===== src/rtl/video_frame_sched.sv =====
// video_frame_sched: frame-level sequencer for the binarize/erode/dilate video
// pipeline. A host command asks for N frames in a chosen mode. The block arms,
// waits for a clean frame start, and enables the processing stages for exactly
// N whole frames. It checks each frame's geometry, then keeps the stages enabled
// for a fixed drain period to flush pipeline latency, and finally pulses done.
//
// Optional build macro: VIDEO_FRAME_SCHED_TIMEOUT_EN
//   When defined, a watchdog ends a run when no video_vs edge arrives within
//   TIMEOUT_CYCLES clocks in ARM or RUN. The run then goes straight to DONE
//   with the timeout flag set. When undefined, no watchdog is built and
//   timeout is tied low.
module video_frame_sched #(
    parameter int IMG_WIDTH      = 1280,
    parameter int IMG_HEIGHT     = 720,
    parameter int DRAIN_CYCLES   = 16,
    parameter int TIMEOUT_CYCLES = 2000000
) (
    input  logic       video_clk,
    input  logic       rst_n,
    input  logic       cfg_start,
    input  logic [7:0] cfg_frames,
    input  logic [1:0] cfg_mode,
    input  logic       abort,
    input  logic       video_vs,
    input  logic       video_de,
    output logic       busy,
    output logic       done,
    output logic       aborted,
    output logic       timeout,
    output logic       geom_err,
    output logic       stage_en,
    output logic [1:0] mode_out,
    output logic [7:0] frame_cnt
);

    localparam logic [2:0] S_IDLE  = 3'd0;
    localparam logic [2:0] S_ARM   = 3'd1;
    localparam logic [2:0] S_RUN   = 3'd2;
    localparam logic [2:0] S_DRAIN = 3'd3;
    localparam logic [2:0] S_DONE  = 3'd4;

    localparam logic [11:0] IMG_W_C      = 12'(IMG_WIDTH);
    localparam logic [11:0] IMG_H_C      = 12'(IMG_HEIGHT);
    localparam logic [7:0]  DRAIN_LOAD_C = 8'(DRAIN_CYCLES - 1);

    // Saturating increment for the 12-bit geometry counters.
    function automatic logic [11:0] sat_inc12(input logic [11:0] v);
        if (v == 12'hFFF) begin
            return v;
        end else begin
            return v + 12'd1;
        end
    endfunction

    logic [2:0]  state_q, state_d;
    logic [7:0]  frames_q, frames_d;
    logic [1:0]  mode_q, mode_d;
    logic [7:0]  frame_cnt_q, frame_cnt_d;
    logic [11:0] pix_cnt_q, pix_cnt_d;
    logic [11:0] line_cnt_q, line_cnt_d;
    logic [7:0]  drain_cnt_q, drain_cnt_d;
    logic        aborted_q, aborted_d;
    logic        geom_err_q, geom_err_d;
    logic        busy_q, busy_d;
    logic        done_q, done_d;
    logic        stage_en_q, stage_en_d;
    logic        vs_d_q, de_d_q;

    logic        vs_rise_s, vs_fall_s, de_fall_s;
    logic        accept_s;
    logic        pix_bad_s, line_bad_s;
    logic [11:0] line_after_s;
    logic [7:0]  frame_inc_s;
    logic        to_fire_s;

    assign vs_rise_s = video_vs & ~vs_d_q;
    assign vs_fall_s = ~video_vs & vs_d_q;
    assign de_fall_s = ~video_de & de_d_q;

    assign accept_s = (state_q == S_IDLE) && cfg_start && (cfg_frames != 8'd0);

    // A line closing and a frame closing in the same cycle are both honoured:
    // the frame check sees the line count including the line that just ended.
    assign pix_bad_s    = de_fall_s && (pix_cnt_q != IMG_W_C);
    assign line_after_s = de_fall_s ? sat_inc12(line_cnt_q) : line_cnt_q;
    assign line_bad_s   = vs_fall_s && (line_after_s != IMG_H_C);
    assign frame_inc_s  = frame_cnt_q + 8'd1;

`ifdef VIDEO_FRAME_SCHED_TIMEOUT_EN
    localparam logic [23:0] TO_LAST_C = 24'(TIMEOUT_CYCLES - 1);

    logic [23:0] to_cnt_q, to_cnt_d;
    logic        timeout_q, timeout_d;

    // A vs edge in the expiry cycle proves the video is alive, so it wins.
    assign to_fire_s = ((state_q == S_ARM) || (state_q == S_RUN)) &&
                       (to_cnt_q == TO_LAST_C) && !vs_rise_s && !vs_fall_s;

    // Watchdog counter and sticky timeout flag, next-state.
    always_comb begin
        to_cnt_d  = to_cnt_q;
        timeout_d = timeout_q;
        if ((state_d != state_q) || vs_rise_s || vs_fall_s) begin
            to_cnt_d = 24'd0;
        end else if ((state_q == S_ARM) || (state_q == S_RUN)) begin
            to_cnt_d = to_cnt_q + 24'd1;
        end else begin
            to_cnt_d = 24'd0;
        end
        if (accept_s) begin
            timeout_d = 1'b0;
        end else if (to_fire_s && !abort) begin
            timeout_d = 1'b1;
        end else begin
            timeout_d = timeout_q;
        end
    end

    // Watchdog registers.
    always_ff @(posedge video_clk or negedge rst_n) begin
        if (!rst_n) begin
            to_cnt_q  <= 24'd0;
            timeout_q <= 1'b0;
        end else begin
            to_cnt_q  <= to_cnt_d;
            timeout_q <= timeout_d;
        end
    end

    assign timeout = timeout_q;
`else
    logic unused_timeout_s;

    assign to_fire_s        = 1'b0;
    assign timeout          = 1'b0;
    assign unused_timeout_s = (TIMEOUT_CYCLES == 0);
`endif

    // Sequencer next-state: command acceptance, frame/geometry accounting, drain.
    always_comb begin
        state_d     = state_q;
        frames_d    = frames_q;
        mode_d      = mode_q;
        frame_cnt_d = frame_cnt_q;
        pix_cnt_d   = pix_cnt_q;
        line_cnt_d  = line_cnt_q;
        drain_cnt_d = drain_cnt_q;
        aborted_d   = aborted_q;
        geom_err_d  = geom_err_q;
        case (state_q)
            S_IDLE: begin
                if (accept_s) begin
                    frames_d    = cfg_frames;
                    mode_d      = cfg_mode;
                    aborted_d   = 1'b0;
                    geom_err_d  = 1'b0;
                    frame_cnt_d = 8'd0;
                    state_d     = S_ARM;
                end else begin
                    state_d = S_IDLE;
                end
            end
            S_ARM: begin
                // Only a fresh rising edge starts a run, never the middle of a frame.
                if (abort) begin
                    state_d = S_IDLE;
                end else if (vs_rise_s) begin
                    pix_cnt_d  = 12'd0;
                    line_cnt_d = 12'd0;
                    state_d    = S_RUN;
                end else if (to_fire_s) begin
                    state_d = S_DONE;
                end else begin
                    state_d = S_ARM;
                end
            end
            S_RUN: begin
                if (de_fall_s) begin
                    pix_cnt_d = 12'd0;
                end else if (video_de) begin
                    pix_cnt_d = sat_inc12(pix_cnt_q);
                end else begin
                    pix_cnt_d = pix_cnt_q;
                end
                if (vs_fall_s) begin
                    frame_cnt_d = frame_inc_s;
                    line_cnt_d  = 12'd0;
                end else begin
                    line_cnt_d = line_after_s;
                end
                if (pix_bad_s || line_bad_s) begin
                    geom_err_d = 1'b1;
                end else begin
                    geom_err_d = geom_err_q;
                end
                // A frame ending in the abort cycle is counted above before leaving.
                if (abort) begin
                    aborted_d   = 1'b1;
                    drain_cnt_d = DRAIN_LOAD_C;
                    state_d     = S_DRAIN;
                end else if (vs_fall_s && (frame_inc_s == frames_q)) begin
                    drain_cnt_d = DRAIN_LOAD_C;
                    state_d     = S_DRAIN;
                end else if (to_fire_s) begin
                    state_d = S_DONE;
                end else begin
                    state_d = S_RUN;
                end
            end
            S_DRAIN: begin
                if (drain_cnt_q == 8'd0) begin
                    state_d = S_DONE;
                end else begin
                    drain_cnt_d = drain_cnt_q - 8'd1;
                    state_d     = S_DRAIN;
                end
            end
            S_DONE: begin
                state_d = S_IDLE;
            end
            default: begin
                state_d = S_IDLE;
            end
        endcase
    end

    // Output strobes follow the state being entered so they register cleanly.
    always_comb begin
        busy_d     = (state_d == S_ARM) || (state_d == S_RUN) || (state_d == S_DRAIN);
        stage_en_d = (state_d == S_RUN) || (state_d == S_DRAIN);
        done_d     = (state_d == S_DONE);
    end

    // Sequencer state, counters, edge-detect history and registered outputs.
    always_ff @(posedge video_clk or negedge rst_n) begin
        if (!rst_n) begin
            state_q     <= S_IDLE;
            frames_q    <= 8'd0;
            mode_q      <= 2'd0;
            frame_cnt_q <= 8'd0;
            pix_cnt_q   <= 12'd0;
            line_cnt_q  <= 12'd0;
            drain_cnt_q <= 8'd0;
            aborted_q   <= 1'b0;
            geom_err_q  <= 1'b0;
            busy_q      <= 1'b0;
            done_q      <= 1'b0;
            stage_en_q  <= 1'b0;
            vs_d_q      <= 1'b0;
            de_d_q      <= 1'b0;
        end else begin
            state_q     <= state_d;
            frames_q    <= frames_d;
            mode_q      <= mode_d;
            frame_cnt_q <= frame_cnt_d;
            pix_cnt_q   <= pix_cnt_d;
            line_cnt_q  <= line_cnt_d;
            drain_cnt_q <= drain_cnt_d;
            aborted_q   <= aborted_d;
            geom_err_q  <= geom_err_d;
            busy_q      <= busy_d;
            done_q      <= done_d;
            stage_en_q  <= stage_en_d;
            vs_d_q      <= video_vs;
            de_d_q      <= video_de;
        end
    end

    assign busy      = busy_q;
    assign done      = done_q;
    assign aborted   = aborted_q;
    assign geom_err  = geom_err_q;
    assign stage_en  = stage_en_q;
    assign mode_out  = mode_q;
    assign frame_cnt = frame_cnt_q;

endmodule


===== config.mk =====
export PLATFORM = sky130hd
export DESIGN_NAME = video_frame_sched
export DESIGN_NICKNAME = d
export VERILOG_FILES = /design/src/rtl/video_frame_sched.sv
export SDC_FILE = /design/constraint.sdc
export NUM_CORES = 1
export LEC_CHECK = 0
export ABC_CLOCK_PERIOD_IN_PS = 2900
export CAP_MARGIN = 30
export CORE_MARGIN = 2
export CORE_UTILIZATION = 40
export DETAILED_ROUTE_END_ITERATION = 8
export PLACE_DENSITY_LB_ADDON = 0.25
export SLEW_MARGIN = 10
export SYNTH_ARGS = -nofsm -noshare
export SYNTH_HDL_FRONTEND = slang
export SYNTH_SLANG_ARGS = --single-unit

===== constraint.sdc =====
create_clock -name video_clk -period 2.9 [get_ports video_clk]
set_input_delay 0.435 -clock video_clk [delete_from_list [all_inputs] [get_ports video_clk]]
set_output_delay 0.435 -clock video_clk [all_outputs]
set_load 0.005 [all_outputs]

## Word level (Yosys, flattened, before mapping)

Cells that the tools add are included.

- Register bits after elaboration: 60
- Bits of input ports: 16
- Output and inout bits: 16

- Add/sub/neg operators: 4
- Equality and inequality tests: 22
- Muxes and demuxes: 29
- Bitwise operators: 6
- Reductions and logical operators: 22

Operators with widths:

| operator | number |
|---|---|
| two-way mux 12 bit | 8 |
| one-hot mux 12 bit (2 select lines) | 2 |
| two-way mux 8 bit | 5 |
| one-hot mux 8 bit (2 select lines) | 2 |
| adder 12 x 1 -> 12 bit, second input constant | 2 |
| == test 12 bit, second input constant | 2 |
| AND reduction 3 bit | 5 |
| != test 2 bit, second input constant | 7 |
| == test 3 x 2 -> 1 bit, second input constant | 4 |
| != test 12 x 10 -> 1 bit, second input constant | 1 |
| != test 12 x 11 -> 1 bit, second input constant | 1 |
| one-hot mux 3 bit (4 select lines) | 1 |
| != test 3 bit, second input constant | 3 |
| adder 8 x 1 -> 8 bit, second input constant | 1 |
| == test 8 bit | 1 |
| logical NOT 8 bit | 1 |
| nonzero test 8 bit | 1 |
| subtractor 8 x 1 -> 8 bit, second input constant | 1 |
| == test 3 x 1 -> 1 bit, second input constant | 2 |
| two-way mux 1 bit | 6 |
| nonzero test 2 bit | 3 |
| logical AND 1 bit | 5 |
| AND reduction 5 bit | 1 |
| logical OR 1 bit | 4 |
| 8 further kinds | 14 |

## Longest topological paths before layout

- Depth after elaboration: 9
- Gate-level depth with buffers: 7
- Gate-level depth less buffers: 7

## Worst setup path before layout

OpenSTA, ideal clock, no wires.

- Kind: register -> register
- Start point: reg frame_cnt_q[0], in the netlist frame_cnt[0]
- End point: reg drain_cnt_q[0]
- Setup time: 0.087 ns
- Data arrival time: 1.972 ns
- Required time: 2.813 ns
- Slack: 0.841 ns
- Cell stages (with the launch flop): 7
- Cell sequence: dfrtp_1 -> ha_1 -> and3_1 -> xnor3_1 -> a21bo_1 -> or4_4 -> a22oi_1

- Longest elaborated chain between the ends: 5

RTL lines:

| element | line | RTL |
|---|---|---|
| start, declared | 58 | `logic [7:0] frame_cnt_q, frame_cnt_d;` |
| start signal, assigned | 255 | `frame_cnt_q <= frame_cnt_d;` |
| adder 8 x 1 -> 8 bit | 87 | `assign frame_inc_s = frame_cnt_q + 8'd1;` |
| == test 8 bit | 201 | `end else if (vs_fall_s && (frame_inc_s == frames_q)) begin` |
| logical AND 1 bit | 201 |  |
| != test 3 bit (no line) | -- |  |
| AND reduction 3 bit (no line) | -- |  |
| end signal, assigned | 258 | `drain_cnt_q <= drain_cnt_d;` |
| end, declared | 61 | `logic [7:0] drain_cnt_q, drain_cnt_d;` |

No other way between the ends.
A chain may end at the register's enable or synchronous reset.

## Worst setup path after layout

- Start point: reg line_cnt_q[0]
- End point: reg geom_err_q, in the netlist geom_err

- Longest elaborated chain between the ends: 8
- Elaborated cells between the ends (all ways): 9
- Classes of those cells: add/sub: 1; eq/ne: 3; mux: 2; reduce/logical: 3

RTL lines:

| element | line | RTL |
|---|---|---|
| start, declared | 60 | `logic [11:0] line_cnt_q, line_cnt_d;` |
| start signal, assigned | 257 | `line_cnt_q <= line_cnt_d;` |
| adder 12 x 1 -> 12 bit / == test 12 bit (equally long branches) | 51, 48 |  |
| two-way mux 12 bit | 48 | `if (v == 12'hFFF) begin` |
| two-way mux 12 bit * | 85 | `assign line_after_s = de_fall_s ? sat_inc12(line_cnt_q) : line_cnt_q;` |
| != test 12 x 10 -> 1 bit * | 86 | `assign line_bad_s = vs_fall_s && (line_after_s != IMG_H_C);` |
| logical AND 1 bit * | 86 |  |
| logical OR 1 bit * | 191 | `if (pix_bad_s \|\| line_bad_s) begin` |
| != test 2 bit (no line) * | -- |  |
| AND reduction 3 bit (no line) * | -- |  |
| end signal, assigned | 260 | `geom_err_q <= geom_err_d;` |
| end, declared | 63 | `logic geom_err_q, geom_err_d;` |

Every way passes the cells marked *; elsewhere a longest branch is shown, timed or not.

==> metrics <==
gpl congestion approximately 0.85; IO Count 32; Syn Std Cell Area between 0.003 and 0.004 mm2; design area between 0.004 and 0.005 mm2; H-tree Lvls 3; # diodes 0; Hold Crit Class in2async; GRT Max-Usage Layer met2; Synth top area share 43.5%; Initial DRC Count 170; power per cell area 679 mW/mm2; count leader, synth dfrtp_1; Routed WL per cell 15.7 um; Slew @ Worst Pin 0.781 ns; endpoints failing setup 0; Port Buffers 30; Vias 2959; flops & latches, synth 60; hold_buf cts 0; asr flop ratio synth 100%; Critical Path Start line_cnt_q[0]; Clock transition at path regs around 0.080 ns; Fin. Hold Viols 0; layout cells sized above 1 a little over a tenth; Arr. time, crit path approximately 2.6 ns; Core Util, Final 48.8%; CTS root buf clkbuf_8; Total GRT Usage 18.1%; placed cell area 0.00388 mm2; CP delay by family, top flip-flops; CTS Buf Count 9; Routed Antenna Nets 0; global-route wire length before repair roughly 14000 um; largest area contributor in the netlist dfrtp_1; Setup Total Neg Slack 0 ns; Max Cap Violations 0; Overflow after GRT 0; Req. time, crit path ~3.1 ns; die area ~0.0094 mm2; fin crit period 2.36 ns; vias in the first global route 2838; TritonRoute pass-1 iters 6; largest net degree at the start of global routing a little over 60; kind of critical path reg2reg; Fill cells approximately 800; CP max stage cell dfrtp_1; initial antenna violation count 0; post_cts resized 0; Final Skew between 0.008 and 0.009 ns; Syn Area/Cell slightly above 9 um2; normalized max-slew margin a little under half; Worst Reg-to-Reg Cells 7; Post-synth top cells dfrtp_1, nand2_1, o21ai_0; Max Fclk 423 MHz; Area contributors post-synth dfrtp_1, o21ai_0, xnor2_1, nand2_1, mux2_2; met2 Track Usage GR 26.8%; die width 96.9 um; final worst-path cycle share about four fifths; DRT Wirelength slightly above 8000 um; predominant post-synthesis flop cell dfrtp_1; Seq/Total Area, Yosys between 40% and 50%; status finished, final reports clean; met1 GRT Util between 20% and 30%; DR vias/cell roughly 5.7; core area around 0.0083 mm2; post-detail-place hpwl about 5700 um; crit path capture type register; CP Depth 7; FF-to-FF Start line_cnt_q[0]; met3 usage slightly above 3%; peak per-stage delay on the critical path approximately 0.54 ns; Max VDD drop between 300 and 400 uV; EDFF count, synth 0; Synth cell types 57; Sink Count 60; Die Ht roughly 97 um; Final #Nets ~430; crit-path cells ha_1 > nand3b_1 > nor3_1 > buf_4 > mux2_2 > a2111oi_0 > a21oi_1; Initial Utilization between 40 and 50%; floorplan row count 33; leakage between 1.5 and 2 nW; Mapped Cells 373; Clock Tree Buf Depth 2; area of the multi-input gates 0.00184 mm2; startpoint types register; CTS tree done; DRC 0; Max Transition Viols Final 0; Worst-Skew Late Latency ~0.35 ns; post-synth net total between 300 and 400; yosys warns 0; R2R Setup Slk roughly 0.54 ns; Sequential Area between 0.0015 and 0.002 mm2; RSZ-0062 raised after global routing no; critical path peak fanout 10; Setup Buffers After CTS 0; Worst Path Buf+Inv 1; area delta synth->final 17.3%
worst paths after layout:
kind / endpoint
max: geom_err
min: frame_cnt[2]
max reg2reg: geom_err
min reg2reg: aborted
max in group asynchronous: geom_err
min in group video_clk: aborted
cell families (layout without fill, tap and decap cells):
group	after synthesis	after routing	synth area share [%]
multiplexers	12	12	3.88
buffers and inverters	28	68	3.26
other	1	1	0.109
AO/OA/AOI/OAI	84	84	15.7
adder cells (fa/ha/maj)	5	5	1.81
AND/OR/NAND/NOR	159	159	25.3
flip-flops	60	60	43.5
XOR/XNOR	24	24	6.49
flip-flops by register name, indices dropped and copies added (netlist names):
signal and count:
aborted 1, done 1, stage_en 1, line_cnt_q 12, drain_cnt_q 8, vs_d_q 1, busy 1, state_q 3
pix_cnt_q 12, geom_err 1, frames_q 8, frame_cnt 8, mode_out 2, de_d_q 1
area by class of cell:
cell class / instances / share of cell area (%)
Clock inverter: 7 / 1.08
Sequential cell: 60 / 37.1
Tap cell: 105 / 3.24
Multi-Input combinational cell: 285 / 45.4
Clock buffer: 9 / 3.06
Timing Repair Buffer: 39 / 8.96
Inverter: 13 / 1.20
through the flow:
stage | hold WS [ns] | instances | power, mW | setup WS, ns
after CTS | 0.282 | 518 | 2.77 | 0.603
after floorplan | 0.139 | 373 | 1.77 | 0.841
after global placement | 0.482 | 502 | 2.08 | 0.345
after global routing | 0.299 | 518 | 2.95 | 0.359
final | 0.238 | 518 | 2.75 | 0.537
after detailed placement | 0.496 | 502 | 2.11 | 0.347
per-layer routing:
metal / vias up / part of all wire, %
li1: 1436 / -
met4: 0 / 2.2
met5: - / 0
met1: 1412 / 48
met3: 16 / 4.7
met2: 95 / 45
power breakdown:
group / internal (mW) / switching, mW / total, mW
Clock: 0.304 / 0.356 / 0.661
Combinational: 0.451 / 0.465 / 0.916
Sequential: 1.01 / 0.167 / 1.17
Total: 1.76 / 0.988 / 2.75
cell usage in the layout, fill, tap and decap left out, drive strengths merged, types with 5 or more instances in the layout:
| cell | Yosys | routed |
|---|---|---|
| dfrtp | 60 | 60 |
| nand2 | 37 | 37 |
| o21ai | 30 | 30 |
| nor2 | 30 | 30 |
| clkdlybuf4s50 | 0 | 29 |
| a21oi | 22 | 22 |
| nand3 | 19 | 19 |
| xnor2 | 16 | 16 |
| nand4 | 14 | 14 |
| inv | 13 | 13 |
| mux2 | 11 | 11 |
| buf | 4 | 10 |
| and3 | 9 | 9 |
| clkbuf | 11 | 9 |
| xor2 | 7 | 7 |
| or3 | 6 | 6 |
| nor4 | 6 | 6 |
| nand2b | 5 | 5 |
| nor3 | 5 | 5 |
| o22ai | 5 | 5 |
| o31ai | 5 | 5 |
| ha | 5 | 5 |
| clkinv | 0 | 5 |
No activity file was read; power rests on OpenSTA's default activity.
